File: config.mk
export PLATFORM = sky130hd
export DESIGN_NAME = nnrv_id_flat
export DESIGN_NICKNAME = d
export VERILOG_FILES = /design/src/rtl/nnrv_pkg.sv /design/src/rtl/nnrv_id_if.sv /design/src/rtl/nnrv_regfile.sv /design/src/rtl/nnrv_id.sv /design/src/flat_wrapper.sv
export SDC_FILE = /design/constraint.sdc
export NUM_CORES = 2
export LEC_CHECK = 0
export BUFFER_PORTS_ARGS = -buffer_cell sky130_fd_sc_hd__buf_2
export CAP_MARGIN = 20
export CORE_ASPECT_RATIO = 1.1
export CORE_MARGIN = 4
export CORE_UTILIZATION = 45
export DETAILED_ROUTE_END_ITERATION = 8
export GPL_TIMING_DRIVEN = 1
export PLACE_DENSITY = 0.65
export SYNTH_ARGS = -nofsm -noshare
export SYNTH_HDL_FRONTEND = slang
export SYNTH_SLANG_ARGS = --single-unit
File: constraint.sdc
create_clock -name i_clk -period 6 [get_ports i_clk]
set_clock_uncertainty 0.05 [all_clocks]
set_input_delay 0.6 -clock i_clk [delete_from_list [all_inputs] [get_ports i_clk]]
set_output_delay 0.6 -clock i_clk [all_outputs]
set_load 0.01 [all_outputs]
File: src/rtl/nnrv_pkg.sv
// nnrv_pkg: shared constants for the nnrv RV32I decode stage.
//   - RV32I opcode / funct3 / funct7 encodings
//   - alu_op_e: ALU operation handed to EX
//   - ctrl bundle bit indices and one-hot masks:
//     {reg_we, mem_rd, mem_wr, branch, jump, alu_src_imm}
//   - default datapath widths
package nnrv_pkg;

  localparam int XLEN_DEF       = 32;
  localparam int ADDR_WIDTH_DEF = 8;

  localparam logic [6:0] OPC_LUI    = 7'b0110111;
  localparam logic [6:0] OPC_AUIPC  = 7'b0010111;
  localparam logic [6:0] OPC_JAL    = 7'b1101111;
  localparam logic [6:0] OPC_JALR   = 7'b1100111;
  localparam logic [6:0] OPC_BRANCH = 7'b1100011;
  localparam logic [6:0] OPC_LOAD   = 7'b0000011;
  localparam logic [6:0] OPC_STORE  = 7'b0100011;
  localparam logic [6:0] OPC_OPIMM  = 7'b0010011;
  localparam logic [6:0] OPC_OP     = 7'b0110011;

  localparam logic [2:0] F3_ADD  = 3'b000;
  localparam logic [2:0] F3_SLL  = 3'b001;
  localparam logic [2:0] F3_SLT  = 3'b010;
  localparam logic [2:0] F3_SLTU = 3'b011;
  localparam logic [2:0] F3_XOR  = 3'b100;
  localparam logic [2:0] F3_SR   = 3'b101;
  localparam logic [2:0] F3_OR   = 3'b110;
  localparam logic [2:0] F3_AND  = 3'b111;

  localparam logic [6:0] F7_BASE = 7'b0000000;
  localparam logic [6:0] F7_ALT  = 7'b0100000;  // SUB / SRA / SRAI

  typedef enum logic [3:0] {
    ALU_ADD   = 4'd0,
    ALU_SUB   = 4'd1,
    ALU_SLL   = 4'd2,
    ALU_SLT   = 4'd3,
    ALU_SLTU  = 4'd4,
    ALU_XOR   = 4'd5,
    ALU_SRL   = 4'd6,
    ALU_SRA   = 4'd7,
    ALU_OR    = 4'd8,
    ALU_AND   = 4'd9,
    ALU_PASSB = 4'd10
  } alu_op_e;

  localparam int CTRL_W         = 6;
  localparam int CTRL_REG_WE    = 5;
  localparam int CTRL_MEM_RD    = 4;
  localparam int CTRL_MEM_WR    = 3;
  localparam int CTRL_BRANCH    = 2;
  localparam int CTRL_JUMP      = 1;
  localparam int CTRL_ALU_IMM   = 0;

  localparam logic [CTRL_W-1:0] C_WE  = 6'b100000;
  localparam logic [CTRL_W-1:0] C_MRD = 6'b010000;
  localparam logic [CTRL_W-1:0] C_MWR = 6'b001000;
  localparam logic [CTRL_W-1:0] C_BR  = 6'b000100;
  localparam logic [CTRL_W-1:0] C_JMP = 6'b000010;
  localparam logic [CTRL_W-1:0] C_IMM = 6'b000001;

  // Base (funct7=0) ALU op for an OP / OP-IMM funct3.
  function automatic alu_op_e alu_from_f3(input logic [2:0] f3);
    case (f3)
      F3_ADD:  return ALU_ADD;
      F3_SLL:  return ALU_SLL;
      F3_SLT:  return ALU_SLT;
      F3_SLTU: return ALU_SLTU;
      F3_XOR:  return ALU_XOR;
      F3_SR:   return ALU_SRL;
      F3_OR:   return ALU_OR;
      default: return ALU_AND;
    endcase
  endfunction

endpackage

File: src/rtl/nnrv_id_if.sv
// nnrv_id_if: fetch / write-back / hazard-control inputs and the EX bundle
// of the decode stage.
//   slave  : decode side (consumes i_*, drives o_*)
//   master : environment side (drives i_*, consumes o_*)
interface nnrv_id_if #(
  parameter int XLEN        = 32,
  parameter int ADDR_WIDTH  = 8,
  parameter int INSTR_WIDTH = 32
);
  logic [INSTR_WIDTH-1:0] i_if_instr;
  logic [ADDR_WIDTH-1:0]  i_if_pc;
  logic                   i_stall;
  logic                   i_flush;
  logic                   i_wb_we;
  logic [4:0]             i_wb_rd;
  logic [XLEN-1:0]        i_wb_data;

  logic                   o_ex_valid;
  logic [ADDR_WIDTH-1:0]  o_ex_pc;
  logic [4:0]             o_ex_rd;
  logic [XLEN-1:0]        o_ex_rs1_val;
  logic [XLEN-1:0]        o_ex_rs2_val;
  logic [XLEN-1:0]        o_ex_imm;
  logic [3:0]             o_ex_alu_op;
  logic [5:0]             o_ex_ctrl;
  logic                   o_ex_illegal;

  modport slave (
    input  i_if_instr, i_if_pc, i_stall, i_flush, i_wb_we, i_wb_rd, i_wb_data,
    output o_ex_valid, o_ex_pc, o_ex_rd, o_ex_rs1_val, o_ex_rs2_val,
           o_ex_imm, o_ex_alu_op, o_ex_ctrl, o_ex_illegal
  );

  modport master (
    output i_if_instr, i_if_pc, i_stall, i_flush, i_wb_we, i_wb_rd, i_wb_data,
    input  o_ex_valid, o_ex_pc, o_ex_rd, o_ex_rs1_val, o_ex_rs2_val,
           o_ex_imm, o_ex_alu_op, o_ex_ctrl, o_ex_illegal
  );
endinterface

File: src/rtl/nnrv_regfile.sv
// nnrv_regfile: integer register file, x0 hardwired to zero.
//   i_clk, i_rst_n     : clock, synchronous active-low clear of x1..x(NREGS-1)
//   i_we/i_waddr/i_wdata : write port, committed at the rising edge
//   i_raddr1/2, o_rdata1/2 : combinational read ports
// Optional macro NNRV_ID_WB_BYPASS_EN: forward a same-cycle write to the
// read ports instead of returning the pre-write value.
module nnrv_regfile #(
  parameter int XLEN  = 32,
  parameter int NREGS = 32
) (
  input  logic            i_clk,
  input  logic            i_rst_n,
  input  logic            i_we,
  input  logic [4:0]      i_waddr,
  input  logic [XLEN-1:0] i_wdata,
  input  logic [4:0]      i_raddr1,
  input  logic [4:0]      i_raddr2,
  output logic [XLEN-1:0] o_rdata1,
  output logic [XLEN-1:0] o_rdata2
);

  logic [XLEN-1:0] regs [1:NREGS-1];
  logic            wr_en;

  assign wr_en = i_we && (i_waddr != 5'd0);

  always_ff @(posedge i_clk) begin
    if (!i_rst_n) begin
      for (int i = 1; i < NREGS; i++) regs[i] <= '0;
    end else if (wr_en) begin
      regs[i_waddr] <= i_wdata;
    end
  end

  always_comb begin
    o_rdata1 = (i_raddr1 == 5'd0) ? '0 : regs[i_raddr1];
    o_rdata2 = (i_raddr2 == 5'd0) ? '0 : regs[i_raddr2];
`ifdef NNRV_ID_WB_BYPASS_EN
    // x0 is excluded through wr_en, so a bypassed x0 read stays zero
    if (wr_en && (i_waddr == i_raddr1)) o_rdata1 = i_wdata;
    if (wr_en && (i_waddr == i_raddr2)) o_rdata2 = i_wdata;
`endif
  end

endmodule

File: src/rtl/nnrv_id.sv
// nnrv_id: RV32I instruction decode stage.
//   i_clk, i_rst_n : clock, synchronous active-low reset
//   bus (slave)    : fetch instr/pc, stall/flush, WB write port in;
//                    registered EX decode bundle out (1-cycle latency)
// Optional macro NNRV_ID_WB_BYPASS_EN (in nnrv_regfile): same-cycle WB
// write forwarded to the operand reads.
module nnrv_id
  import nnrv_pkg::*;
#(
  parameter int XLEN        = 32,
  parameter int ADDR_WIDTH  = 8,
  parameter int INSTR_WIDTH = 32,
  parameter int NREGS       = 32
) (
  input  logic      i_clk,
  input  logic      i_rst_n,
  nnrv_id_if.slave  bus
);

  logic [INSTR_WIDTH-1:0] instr;
  logic [6:0]             f_opc, f_f7;
  logic [2:0]             f_f3;
  logic [4:0]             f_rd, f_rs1, f_rs2;
  logic [31:0]            imm_i, imm_s, imm_b, imm_u, imm_j;

  assign instr = bus.i_if_instr;
  assign f_opc = instr[6:0];
  assign f_rd  = instr[11:7];
  assign f_f3  = instr[14:12];
  assign f_rs1 = instr[19:15];
  assign f_rs2 = instr[24:20];
  assign f_f7  = instr[31:25];

  assign imm_i = {{20{instr[31]}}, instr[31:20]};
  assign imm_s = {{20{instr[31]}}, instr[31:25], instr[11:7]};
  assign imm_b = {{20{instr[31]}}, instr[7], instr[30:25], instr[11:8], 1'b0};
  assign imm_u = {instr[31:12], 12'b0};
  assign imm_j = {{12{instr[31]}}, instr[19:12], instr[20], instr[30:21], 1'b0};

  // ---- decode ----
  logic              d_valid, d_ill, use1, use2;
  logic [4:0]        d_rd, d_rs1, d_rs2;
  logic [31:0]       d_imm32;
  logic [XLEN-1:0]   d_imm;
  logic [CTRL_W-1:0] d_ctrl;
  alu_op_e           d_alu;

  assign d_valid = |instr;

  always_comb begin
    d_ill   = 1'b0;
    d_alu   = ALU_ADD;
    d_ctrl  = '0;
    d_imm32 = '0;
    d_rd    = f_rd;
    use1    = 1'b0;
    use2    = 1'b0;
    case (f_opc)
      OPC_LUI: begin
        d_imm32 = imm_u; d_alu = ALU_PASSB; d_ctrl = C_WE | C_IMM;
      end
      OPC_AUIPC: begin
        d_imm32 = imm_u; d_ctrl = C_WE | C_IMM;
      end
      OPC_JAL: begin
        d_imm32 = imm_j; d_ctrl = C_WE | C_JMP;
      end
      OPC_JALR: begin
        d_imm32 = imm_i; d_ctrl = C_WE | C_JMP | C_IMM; use1 = 1'b1;
        d_ill   = (f_f3 != 3'b000);
      end
      OPC_BRANCH: begin
        d_imm32 = imm_b; d_ctrl = C_BR; d_rd = 5'd0; use1 = 1'b1; use2 = 1'b1;
        case (f_f3)
          3'b000, 3'b001: d_alu = ALU_SUB;   // beq / bne
          3'b100, 3'b101: d_alu = ALU_SLT;   // blt / bge
          3'b110, 3'b111: d_alu = ALU_SLTU;  // bltu / bgeu
          default:        d_ill = 1'b1;
        endcase
      end
      OPC_LOAD: begin
        d_imm32 = imm_i; d_ctrl = C_WE | C_MRD | C_IMM; use1 = 1'b1;
        d_ill   = (f_f3 == 3'b011) || (f_f3 == 3'b110) || (f_f3 == 3'b111);
      end
      OPC_STORE: begin
        d_imm32 = imm_s; d_ctrl = C_MWR | C_IMM; d_rd = 5'd0;
        use1    = 1'b1; use2 = 1'b1;
        d_ill   = (f_f3 > 3'b010);
      end
      OPC_OPIMM: begin
        d_ctrl = C_WE | C_IMM; use1 = 1'b1;
        d_alu  = alu_from_f3(f_f3);
        if (f_f3 == F3_SLL || f_f3 == F3_SR) begin
          // shift-immediates carry only the shamt; funct7 lives in imm[11:5]
          d_imm32 = {27'b0, instr[24:20]};
          if (f_f3 == F3_SR && f_f7 == F7_ALT) d_alu = ALU_SRA;
          else if (f_f7 != F7_BASE)            d_ill = 1'b1;
        end else begin
          d_imm32 = imm_i;
        end
      end
      OPC_OP: begin
        d_ctrl = C_WE; use1 = 1'b1; use2 = 1'b1;
        if (f_f7 == F7_BASE)                         d_alu = alu_from_f3(f_f3);
        else if (f_f7 == F7_ALT && f_f3 == F3_ADD)   d_alu = ALU_SUB;
        else if (f_f7 == F7_ALT && f_f3 == F3_SR)    d_alu = ALU_SRA;
        else                                         d_ill = 1'b1;
      end
      default: d_ill = 1'b1;
    endcase

    if (d_ill || !d_valid) begin
      d_ctrl  = '0;
      d_rd    = 5'd0;
      d_imm32 = '0;
      d_alu   = ALU_ADD;
      use1    = 1'b0;
      use2    = 1'b0;
    end
    if (!d_valid) d_ill = 1'b0;  // all-zero word is a bubble, not illegal
  end

  assign d_imm = XLEN'($signed(d_imm32));
  // unused source fields read as x0, i.e. zero
  assign d_rs1 = use1 ? f_rs1 : 5'd0;
  assign d_rs2 = use2 ? f_rs2 : 5'd0;

  // ---- register file ----
  // During a stall the held source indices are re-read every cycle so a
  // write-back landing mid-stall reaches the held bundle.
  logic [4:0]      rs1_q, rs2_q, ra1, ra2;
  logic [XLEN-1:0] rd1, rd2;

  assign ra1 = bus.i_stall ? rs1_q : d_rs1;
  assign ra2 = bus.i_stall ? rs2_q : d_rs2;

  nnrv_regfile #(.XLEN(XLEN), .NREGS(NREGS)) u_rf (
    .i_clk    (i_clk),
    .i_rst_n  (i_rst_n),
    .i_we     (bus.i_wb_we),
    .i_waddr  (bus.i_wb_rd),
    .i_wdata  (bus.i_wb_data),
    .i_raddr1 (ra1),
    .i_raddr2 (ra2),
    .o_rdata1 (rd1),
    .o_rdata2 (rd2)
  );

  // ---- EX pipeline register ----
  logic              ex_valid, ex_ill;
  logic [ADDR_WIDTH-1:0] ex_pc;
  logic [4:0]        ex_rd;
  logic [XLEN-1:0]   ex_rs1, ex_rs2, ex_imm;
  logic [3:0]        ex_alu;
  logic [CTRL_W-1:0] ex_ctrl;

  always_ff @(posedge i_clk) begin
    if (!i_rst_n || bus.i_flush) begin
      ex_valid <= 1'b0;
      ex_ill   <= 1'b0;
      ex_pc    <= '0;
      ex_rd    <= '0;
      ex_rs1   <= '0;
      ex_rs2   <= '0;
      ex_imm   <= '0;
      ex_alu   <= '0;
      ex_ctrl  <= '0;
      rs1_q    <= '0;
      rs2_q    <= '0;
    end else if (bus.i_stall) begin
      ex_rs1 <= rd1;
      ex_rs2 <= rd2;
    end else begin
      ex_valid <= d_valid;
      ex_ill   <= d_ill;
      ex_pc    <= d_valid ? bus.i_if_pc : '0;
      ex_rd    <= d_rd;
      ex_rs1   <= rd1;
      ex_rs2   <= rd2;
      ex_imm   <= d_imm;
      ex_alu   <= d_alu;
      ex_ctrl  <= d_ctrl;
      rs1_q    <= d_rs1;
      rs2_q    <= d_rs2;
    end
  end

  assign bus.o_ex_valid   = ex_valid;
  assign bus.o_ex_pc      = ex_pc;
  assign bus.o_ex_rd      = ex_rd;
  assign bus.o_ex_rs1_val = ex_rs1;
  assign bus.o_ex_rs2_val = ex_rs2;
  assign bus.o_ex_imm     = ex_imm;
  assign bus.o_ex_alu_op  = ex_alu;
  assign bus.o_ex_ctrl    = ex_ctrl;
  assign bus.o_ex_illegal = ex_ill;

endmodule

File: src/flat_wrapper.sv
// flat-port wrapper written by rule: the top's interface ports become plain ports
module nnrv_id_flat import nnrv_pkg::*;
#(
  parameter int XLEN        = 32,
  parameter int ADDR_WIDTH  = 8,
  parameter int INSTR_WIDTH = 32,
  parameter int NREGS       = 32
)
  (i_clk, i_rst_n, bus_i_if_instr, bus_i_if_pc, bus_i_stall, bus_i_flush, bus_i_wb_we, bus_i_wb_rd, bus_i_wb_data, bus_o_ex_valid, bus_o_ex_pc, bus_o_ex_rd, bus_o_ex_rs1_val, bus_o_ex_rs2_val, bus_o_ex_imm, bus_o_ex_alu_op, bus_o_ex_ctrl, bus_o_ex_illegal);
  nnrv_id_if #(.XLEN(XLEN), .ADDR_WIDTH(ADDR_WIDTH), .INSTR_WIDTH(INSTR_WIDTH)) bus_i ();
  input  logic i_clk;
  input  logic i_rst_n;
  input wire logic [$bits(bus_i.i_if_instr)-1:0] bus_i_if_instr;
  input wire logic [$bits(bus_i.i_if_pc)-1:0] bus_i_if_pc;
  input wire logic [$bits(bus_i.i_stall)-1:0] bus_i_stall;
  input wire logic [$bits(bus_i.i_flush)-1:0] bus_i_flush;
  input wire logic [$bits(bus_i.i_wb_we)-1:0] bus_i_wb_we;
  input wire logic [$bits(bus_i.i_wb_rd)-1:0] bus_i_wb_rd;
  input wire logic [$bits(bus_i.i_wb_data)-1:0] bus_i_wb_data;
  output wire logic [$bits(bus_i.o_ex_valid)-1:0] bus_o_ex_valid;
  output wire logic [$bits(bus_i.o_ex_pc)-1:0] bus_o_ex_pc;
  output wire logic [$bits(bus_i.o_ex_rd)-1:0] bus_o_ex_rd;
  output wire logic [$bits(bus_i.o_ex_rs1_val)-1:0] bus_o_ex_rs1_val;
  output wire logic [$bits(bus_i.o_ex_rs2_val)-1:0] bus_o_ex_rs2_val;
  output wire logic [$bits(bus_i.o_ex_imm)-1:0] bus_o_ex_imm;
  output wire logic [$bits(bus_i.o_ex_alu_op)-1:0] bus_o_ex_alu_op;
  output wire logic [$bits(bus_i.o_ex_ctrl)-1:0] bus_o_ex_ctrl;
  output wire logic [$bits(bus_i.o_ex_illegal)-1:0] bus_o_ex_illegal;
  assign bus_i.i_if_instr = bus_i_if_instr;
  assign bus_i.i_if_pc = bus_i_if_pc;
  assign bus_i.i_stall = bus_i_stall;
  assign bus_i.i_flush = bus_i_flush;
  assign bus_i.i_wb_we = bus_i_wb_we;
  assign bus_i.i_wb_rd = bus_i_wb_rd;
  assign bus_i.i_wb_data = bus_i_wb_data;
  assign bus_o_ex_valid = bus_i.o_ex_valid;
  assign bus_o_ex_pc = bus_i.o_ex_pc;
  assign bus_o_ex_rd = bus_i.o_ex_rd;
  assign bus_o_ex_rs1_val = bus_i.o_ex_rs1_val;
  assign bus_o_ex_rs2_val = bus_i.o_ex_rs2_val;
  assign bus_o_ex_imm = bus_i.o_ex_imm;
  assign bus_o_ex_alu_op = bus_i.o_ex_alu_op;
  assign bus_o_ex_ctrl = bus_i.o_ex_ctrl;
  assign bus_o_ex_illegal = bus_i.o_ex_illegal;
  nnrv_id #(.XLEN(XLEN), .ADDR_WIDTH(ADDR_WIDTH), .INSTR_WIDTH(INSTR_WIDTH), .NREGS(NREGS)) u_core (.i_clk(i_clk), .i_rst_n(i_rst_n), .bus(bus_i));
endmodule
## Word level (Yosys, flattened, before mapping)

Memory sizes are Yosys's and may differ from the RTL's. A register that Yosys moved wholly into a read port is not among the register bits.
Cells that the tools add are included.

- Order comparisons: 1
- Equality and inequality tests: 17
- Muxes and demuxes: 41
- Reductions and logical operators: 32

Operators by type and width:

| operator | count |
|---|---|
| $pmux 32 s6 | 1 |
| $mux 32 | 3 |
| $reduce_or 32->1 | 2 |
| $pmux 6 s7 | 1 |
| $mux 5 | 7 |
| $eq 7x6->1 const B | 4 |
| $pmux 4 s7 | 1 |
| $eq 7x7->1 const B | 3 |
| $mux 4 | 5 |
| $mux 1 | 17 |
| $pmux 4 s4 | 1 |
| $reduce_or 2->1 | 8 |
| $eq 7x5->1 const B | 2 |
| $eq 3x3->1 const B | 4 |
| $reduce_or 6->1 | 2 |
| $logic_not 5->1 | 2 |
| $pmux 3 s3 | 1 |
| $reduce_or 3->1 | 3 |
| $mux 8 | 1 |
| $eq 7x2->1 const B | 1 |
| $logic_not 7->1 | 1 |
| $pmux 1 s7 | 1 |
| $reduce_bool 7->1 | 1 |
| $eq 3x2->1 const B | 2 |
| other kinds (10) | 17 |

- Register bits: 67
- RAM bits: 992
- Bits of input ports: 82
- Output and inout port bits: 121
- Memories: 1

Memories:

| memory | depth | width | rd ports | clocked after Yosys merged registers in | write ports | line | RTL |
|---|---|---|---|---|---|---|---|
| u_core.u_rf.regs | 31 | 32 | 2 | 2 | 31 | nnrv_regfile.sv:22 | `logic [XLEN-1:0] regs [1:NREGS-1];` |

## Longest topological paths before layout

- Word-level depth: 12
- Mapped depth: 14
- Depth with buffers taken out: 9

## Modules after synthesis

Synthesis repeated with hierarchy kept, for this count alone.

- Cell total of the unflattened synthesis: 4183
- Area, all modules: 59594.7 um^2

Modules (own cells, without submodules):

| module | times used | cells an instance | area each (um^2) | seq. area each (um^2) |
|---|---|---|---|---|
| nnrv_regfile | 1 | 3656 | 54701.2 | 30749.5 |
| nnrv_id | 1 | 527 | 4893.4 | 2622.5 |

## Worst setup path before layout

Ideal clock, no wire load.

- Path kind: input port to flip-flop
- Start: in i_rst_n
- End: mem u_core.u_rf.regs[24][0], enable pin
- Arrival time: 3.650 ns
- Data required time: 5.484 ns
- Slack: 1.834 ns
- Cell stages on the path: 6
- Path through: clkbuf_1 nand2_1 nor3_1 nand2_1 clkbuf_1 o21ai_0

RTL lines:

| element | line | RTL |
|---|---|---|
| from (decl) | flat_wrapper.sv:12 | `input logic i_rst_n;` |
| to (decl) | nnrv_regfile.sv:22 |  |

## Final worst setup path

- Start: in bus_i_if_instr[3]
- End: reg u_core.ex_rs2[2] (netlist: u_core.bus.o_ex_rs2_val[2]) (read register of u_core.u_rf.regs)

- Word-level cells in the longest chain between the ends: 9
- Elaborated cells on any way between the ends: 21

RTL lines:

| element | line | RTL |
|---|---|---|
| from (decl) | flat_wrapper.sv:13 | `input wire logic [$bits(bus_i.i_if_instr)-1:0] bus_i_if_instr;` |
| $eq 7x5->1, or another cell as far along | nnrv_id.sv:58 | `case (f_opc)` |
| $reduce_or 3->1 (no source line) | n/a |  |
| $pmux 1 s7 | nnrv_id.sv:58 |  |
| $logic_or 1x1->1 | nnrv_id.sv:112 | `if (d_ill \|\| !d_valid) begin` |
| $mux 1 * | nnrv_id.sv:112 |  |
| $mux 5 * | nnrv_id.sv:126 | `assign d_rs2 = use2 ? f_rs2 : 5'd0;` |
| $mux 5 * | n/a |  |
| $logic_not 5->1 | nnrv_regfile.sv:37 | `o_rdata2 = (i_raddr2 == 5'd0) ? '0 : regs[i_raddr2];` |
| $reduce_or 2->1 (no source line) | n/a |  |
| to (decl) | nnrv_id.sv:153 | `logic [XLEN-1:0] ex_rs1, ex_rs2, ex_imm;` |

Mark *: on every way between the ends. The rest lies on a longest branch, timed or not.
A chain may end at the register's enable or synchronous reset.

==> flow_summary.rst <==
.. list-table::
   :header-rows: 1

   * - Metric
     - Value
   * - Run status
     - finished clean
   * - Clock buffer count from CTS
     - 119
   * - Later-pin clock latency in the skew report
     - 0.76 ns
   * - Synthesized area divided by synthesized cell count
     - 9.610 sq um
   * - Clock-pin slew of the registers on the worst-case setup and hold paths
     - 0.07 ns
   * - H-Tree Depth
     - 3
   * - Area grow syn2layout
     - 12.73%
   * - Clock net sink count
     - 1,155
   * - Count of final hold-check violations
     - 0
   * - Crit path max fanout
     - 178
   * - Via count normalized by instance count
     - 6.480
   * - Worst setup path class
     - primary input to flip-flop
   * - Max rail drop VDD
     - 232.2 uV
   * - NumNets Final
     - 6,313
   * - Hold Crit Depth
     - 3
   * - Final setup fails
     - 0
   * - Initial DRC Count
     - 9,497
   * - Power dissipated by switching net loads
     - 4.333 mW
   * - Top cells by area, synth
     - sky130_fd_sc_hd__edfxtp_1 51%, sky130_fd_sc_hd__and2_1 10%, sky130_fd_sc_hd__nand2_1 10%
   * - Post-synthesis sequential area ratio
     - 0.5519
   * - Number of pins with negative max-slew slack in the final report
     - 0
   * - Headroom to the max-slew limit
     - 0.1586
   * - Post-detail-place hpwl
     - 148,700 microns
   * - Remaining Overflow, GRT
     - 0
   * - Critical-path top delay cell
     - sky130_fd_sc_hd__a31o_4
   * - Number of remaining DRC errors
     - 0
   * - Ratio of cells with drive above 1 in the final layout
     - 0.1077
   * - Portion of total power attributed to sequential cells
     - 0.511
   * - Data arrival at the endpoint of the critical path
     - 4.70 ns
   * - CTS Buffer Depth
     - 3
   * - Chip Width
     - 357.5 microns
   * - Ratio of final minimum period to clock period
     - 0.6917
   * - Fin crit period
     - 4.150 ns
   * - Die outline area
     - 140,300 sq um
   * - Overall routed net length
     - 249,700 microns
   * - Path category of the worst min-delay check
     - primary input to flip-flop
   * - Post-CTS repair timing setup buffer count
     - 0
   * - Global-route wire length before repair
     - 347,500 microns
   * - Starting utilization of the core area
     - 0.4548
   * - Kind of capture point of the worst setup path
     - flip-flop
   * - Core Area
     - 133,000 sq um
   * - Most used cells in the layout excluding fill and tap cells
     - 1,673 x sky130_fd_sc_hd__nand2_1, 1,024 x sky130_fd_sc_hd__edfxtp_1, 1,002 x sky130_fd_sc_hd__and2_1, 331 x sky130_fd_sc_hd__nand3_1, 201 x sky130_fd_sc_hd__buf_2
   * - Mapped Cells
     - 6,292
   * - Clock tree from TritonCTS
     - yes
   * - Count of input and output buffers
     - 202
   * - Flip-flop and latch count after synthesis
     - 1,155
   * - Final critical-path setup slack
     - 1.850 ns
   * - Max Cap Viol
     - 0
   * - All-Layer GR Usage
     - 0.3450
   * - Commonest register cell after synthesis
     - sky130_fd_sc_hd__edfxtp_1
   * - Post-synth EDFFs
     - 1,024
   * - Cell breakdown of the critical path
     - buf_2, and4bb_2, nand2_2, a211o_1, a31o_4, buf_12, nand2_1, and3_1, a211oi_1, nor4_1, nor3_1
   * - Worst Max-Slew Pin Slew
     - 1.262 ns
   * - Distinct cell type count of the synthesized netlist
     - 65
   * - Number of antenna violations at the first check in global routing
     - 41
   * - Dpl ws
     - 1.169 ns
   * - Critical path data required time
     - 6.55 ns
   * - Total power per unit cell area
     - 268.9 nW/um^2
   * - Sum of buffers and inverters on the critical path
     - 2
   * - Summed negative setup slack over all endpoints
     - 0 ns
   * - Buffer cell driving the clock tree root
     - sky130_fd_sc_hd__clkbuf_16
   * - Cell internal pwr
     - 13.99 mW
   * - Routed via count
     - 52,710
   * - Die H
     - 392.5 microns
   * - Count of boundary I/O pins
     - 203
   * - Cts repair resizes
     - 0
   * - Slowest stage delay, CP
     - 0.77 ns
   * - Length of the first detailed-routing pass in iterations
     - 9
   * - Cell depth of the worst setup path
     - 11
   * - Static leakage
     - 26.02 nW
   * - Synth warn
     - 0
   * - RSZ-0062 raised after global routing
     - no
   * - Number of nets with antenna violations after detailed routing
     - 0
   * - Share of synthesized flip-flops with an asynchronous set or reset
     - 0
   * - Cell family contributing the most delay on the critical path
     - compound AO/OA/AOI/OAI gates
   * - Via count of the first global-routing pass
     - 48,930
   * - Startpoint type of the worst setup path
     - primary input
   * - Area fraction of the dominant cell type after synthesis
     - 0.5086
   * - Pin count of the biggest net entering global routing
     - 179
   * - Commonest non-fill, non-tap cell in the layout
     - sky130_fd_sc_hd__nand2_1
   * - Clock power frac
     - 0.431
   * - Switching portion of total power
     - 0.2364
   * - Share of total power in combinational logic
     - 0.058
   * - Cell type with the highest aggregate area in the netlist
     - sky130_fd_sc_hd__edfxtp_1
   * - Average routed wire per standard cell
     - 30.70 microns
   * - Placement Rows
     - 140
   * - Final GP Congestion
     - 0.9425
   * - Netlist area before placement
     - 60,460 sq um
   * - Number of cell instances on the worst register-to-register path
     - 8
   * - Highest clock frequency the design can meet
     - 0.2410 GHz
through the flow:
| step | hold slack (ns) | area, sq um | std cells | power, mW | utilization |
|---|---|---|---|---|---|
| floorplan | 0.4488 | 60580 | 6323 | 10.04 | - |
| global placement | 0.4151 | 63860 | 7879 | 10.51 | 0.4803 |
| detailed placement | 0.4238 | 63910 | 7881 | 10.54 | 0.4807 |
| CTS | 0.0008246 | 68060 | 8108 | 18.28 | 0.5119 |
| global route | 0.05419 | 68130 | 8121 | 18.74 | 0.5124 |
| finish | 0.04684 | 68160 | 8134 | 18.33 | 0.5127 |
what timing repair did:
action                                  CTS  global route
hold buffers                              2             0
endpoints found under the setup margin    0             0
hold endpoints to repair                  2             0
power by group through the flow:
stage | Combinational (mW) | Clock, mW | Sequential [mW]
3_3_place_gp | 1.00 | 0 | 9.50
4_1_cts | 1.03 | 7.91 | 9.35
3_5_place_dp | 1.02 | 0 | 9.51
6_report | 1.07 | 7.90 | 9.36
2_1_floorplan | 0.558 | 0 | 9.48
5_1_grt | 1.11 | 8.24 | 9.39
Yosys cell counts (4+ instances only):
cell type	instances
sky130_fd_sc_hd__a311oi_1	95
sky130_fd_sc_hd__edfxtp_1	1024
sky130_fd_sc_hd__o21a_1	4
sky130_fd_sc_hd__nor4_1	37
sky130_fd_sc_hd__buf_1	13
sky130_fd_sc_hd__inv_1	6
sky130_fd_sc_hd__nand3b_1	5
sky130_fd_sc_hd__a32o_1	97
sky130_fd_sc_hd__nand4_1	67
sky130_fd_sc_hd__o211ai_1	4
sky130_fd_sc_hd__and2_1	1004
sky130_fd_sc_hd__and3_1	170
sky130_fd_sc_hd__nor2_1	221
sky130_fd_sc_hd__or3_1	4
sky130_fd_sc_hd__dfxtp_1	131
sky130_fd_sc_hd__a22oi_1	37
sky130_fd_sc_hd__o21ai_0	45
sky130_fd_sc_hd__nor2b_1	5
sky130_fd_sc_hd__a211oi_1	37
sky130_fd_sc_hd__buf_4	17
sky130_fd_sc_hd__a21oi_1	170
sky130_fd_sc_hd__a2111oi_0	32
sky130_fd_sc_hd__nand2_1	1673
sky130_fd_sc_hd__o22ai_1	33
sky130_fd_sc_hd__nand2b_1	5
sky130_fd_sc_hd__nand3_1	331
sky130_fd_sc_hd__clkbuf_1	410
sky130_fd_sc_hd__nor3_1	75
sky130_fd_sc_hd__mux2i_1	133
sky130_fd_sc_hd__a221o_1	23
sky130_fd_sc_hd__a32oi_1	62
sky130_fd_sc_hd__a221oi_1	8
sky130_fd_sc_hd__nor3b_1	4
sky130_fd_sc_hd__buf_2	154
sky130_fd_sc_hd__a31oi_1	111
sky130_fd_sc_hd__buf_6	5
state kept, by name (all words and copies together) (netlist names), 4 cells and up:
| name | count |
|---|---|
| u_core.u_rf.regs | 1024 |
| u_core.bus.o_ex_imm | 32 |
| u_core.bus.o_ex_rs1_val | 32 |
| u_core.bus.o_ex_rs2_val | 32 |
| u_core.bus.o_ex_pc | 8 |
| u_core.bus.o_ex_ctrl | 6 |
| u_core.bus.o_ex_rd | 5 |
| u_core.rs1_q | 5 |
| u_core.rs2_q | 5 |
| u_core.bus.o_ex_alu_op | 4 |
path summary, 6_finish.rpt:
path / to / slack (ns) / from
worst max-delay path: u_core.bus.o_ex_rs2_val[2] / 1.85 / bus_i_if_instr[3]
worst min register to register: u_core.bus.o_ex_ctrl[4] / 0.43 / u_core.bus.o_ex_ctrl[4]
worst min-delay path: u_core.bus.o_ex_pc[0] / 0.05 / bus_i_if_pc[0]
worst max register to register: u_core.bus.o_ex_rs2_val[2] / 2.60 / u_core.rs2_q[0]
cell families (layout without fill, tap and decap cells):
group,Yosys count,in the layout,share of synthesized area
AOI/OAI and AO/OA,778,778,0.09492
buffers and inverters,605,617,0.04242
muxes,134,134,0.02220
other,1,56,0.00006202
DFF,1155,1155,0.5519
xor gates and xnor gates,3,3,0.0004346
and+or+nand+nor,3616,3616,0.2880
layer usage:
metal / global-route usage / wire length (microns) / vias up
li1: - / - / 22000
met1: 0.4351 / 87470 / 25400
met2: 0.5219 / 108300 / 4312
met3: 0.08547 / 33960 / 989
met4: 0.2400 / 19910 / 14
met5: 0 / 91 / -
tightest hold or removal path, stage by stage:
cell and delay, ns:
sky130_fd_sc_hd__buf_2 0.07, sky130_fd_sc_hd__a22oi_1 0.05, sky130_fd_sc_hd__nor2_1 0.08
area by class of cell:
type / instances / area [sq um]
antenna: 24 / 60.06
clock buffer: 169 / 3510
clock inverter: 56 / 616.8
fill: 11570 / 64790
inverter: 6 / 22.52
multi-input combinational: 4563 / 25470
sequential: 1155 / 33370
tap: 1775 / 2221
timing repair buffer: 386 / 2890
No activity file was read; power rests on OpenSTA's default activity.
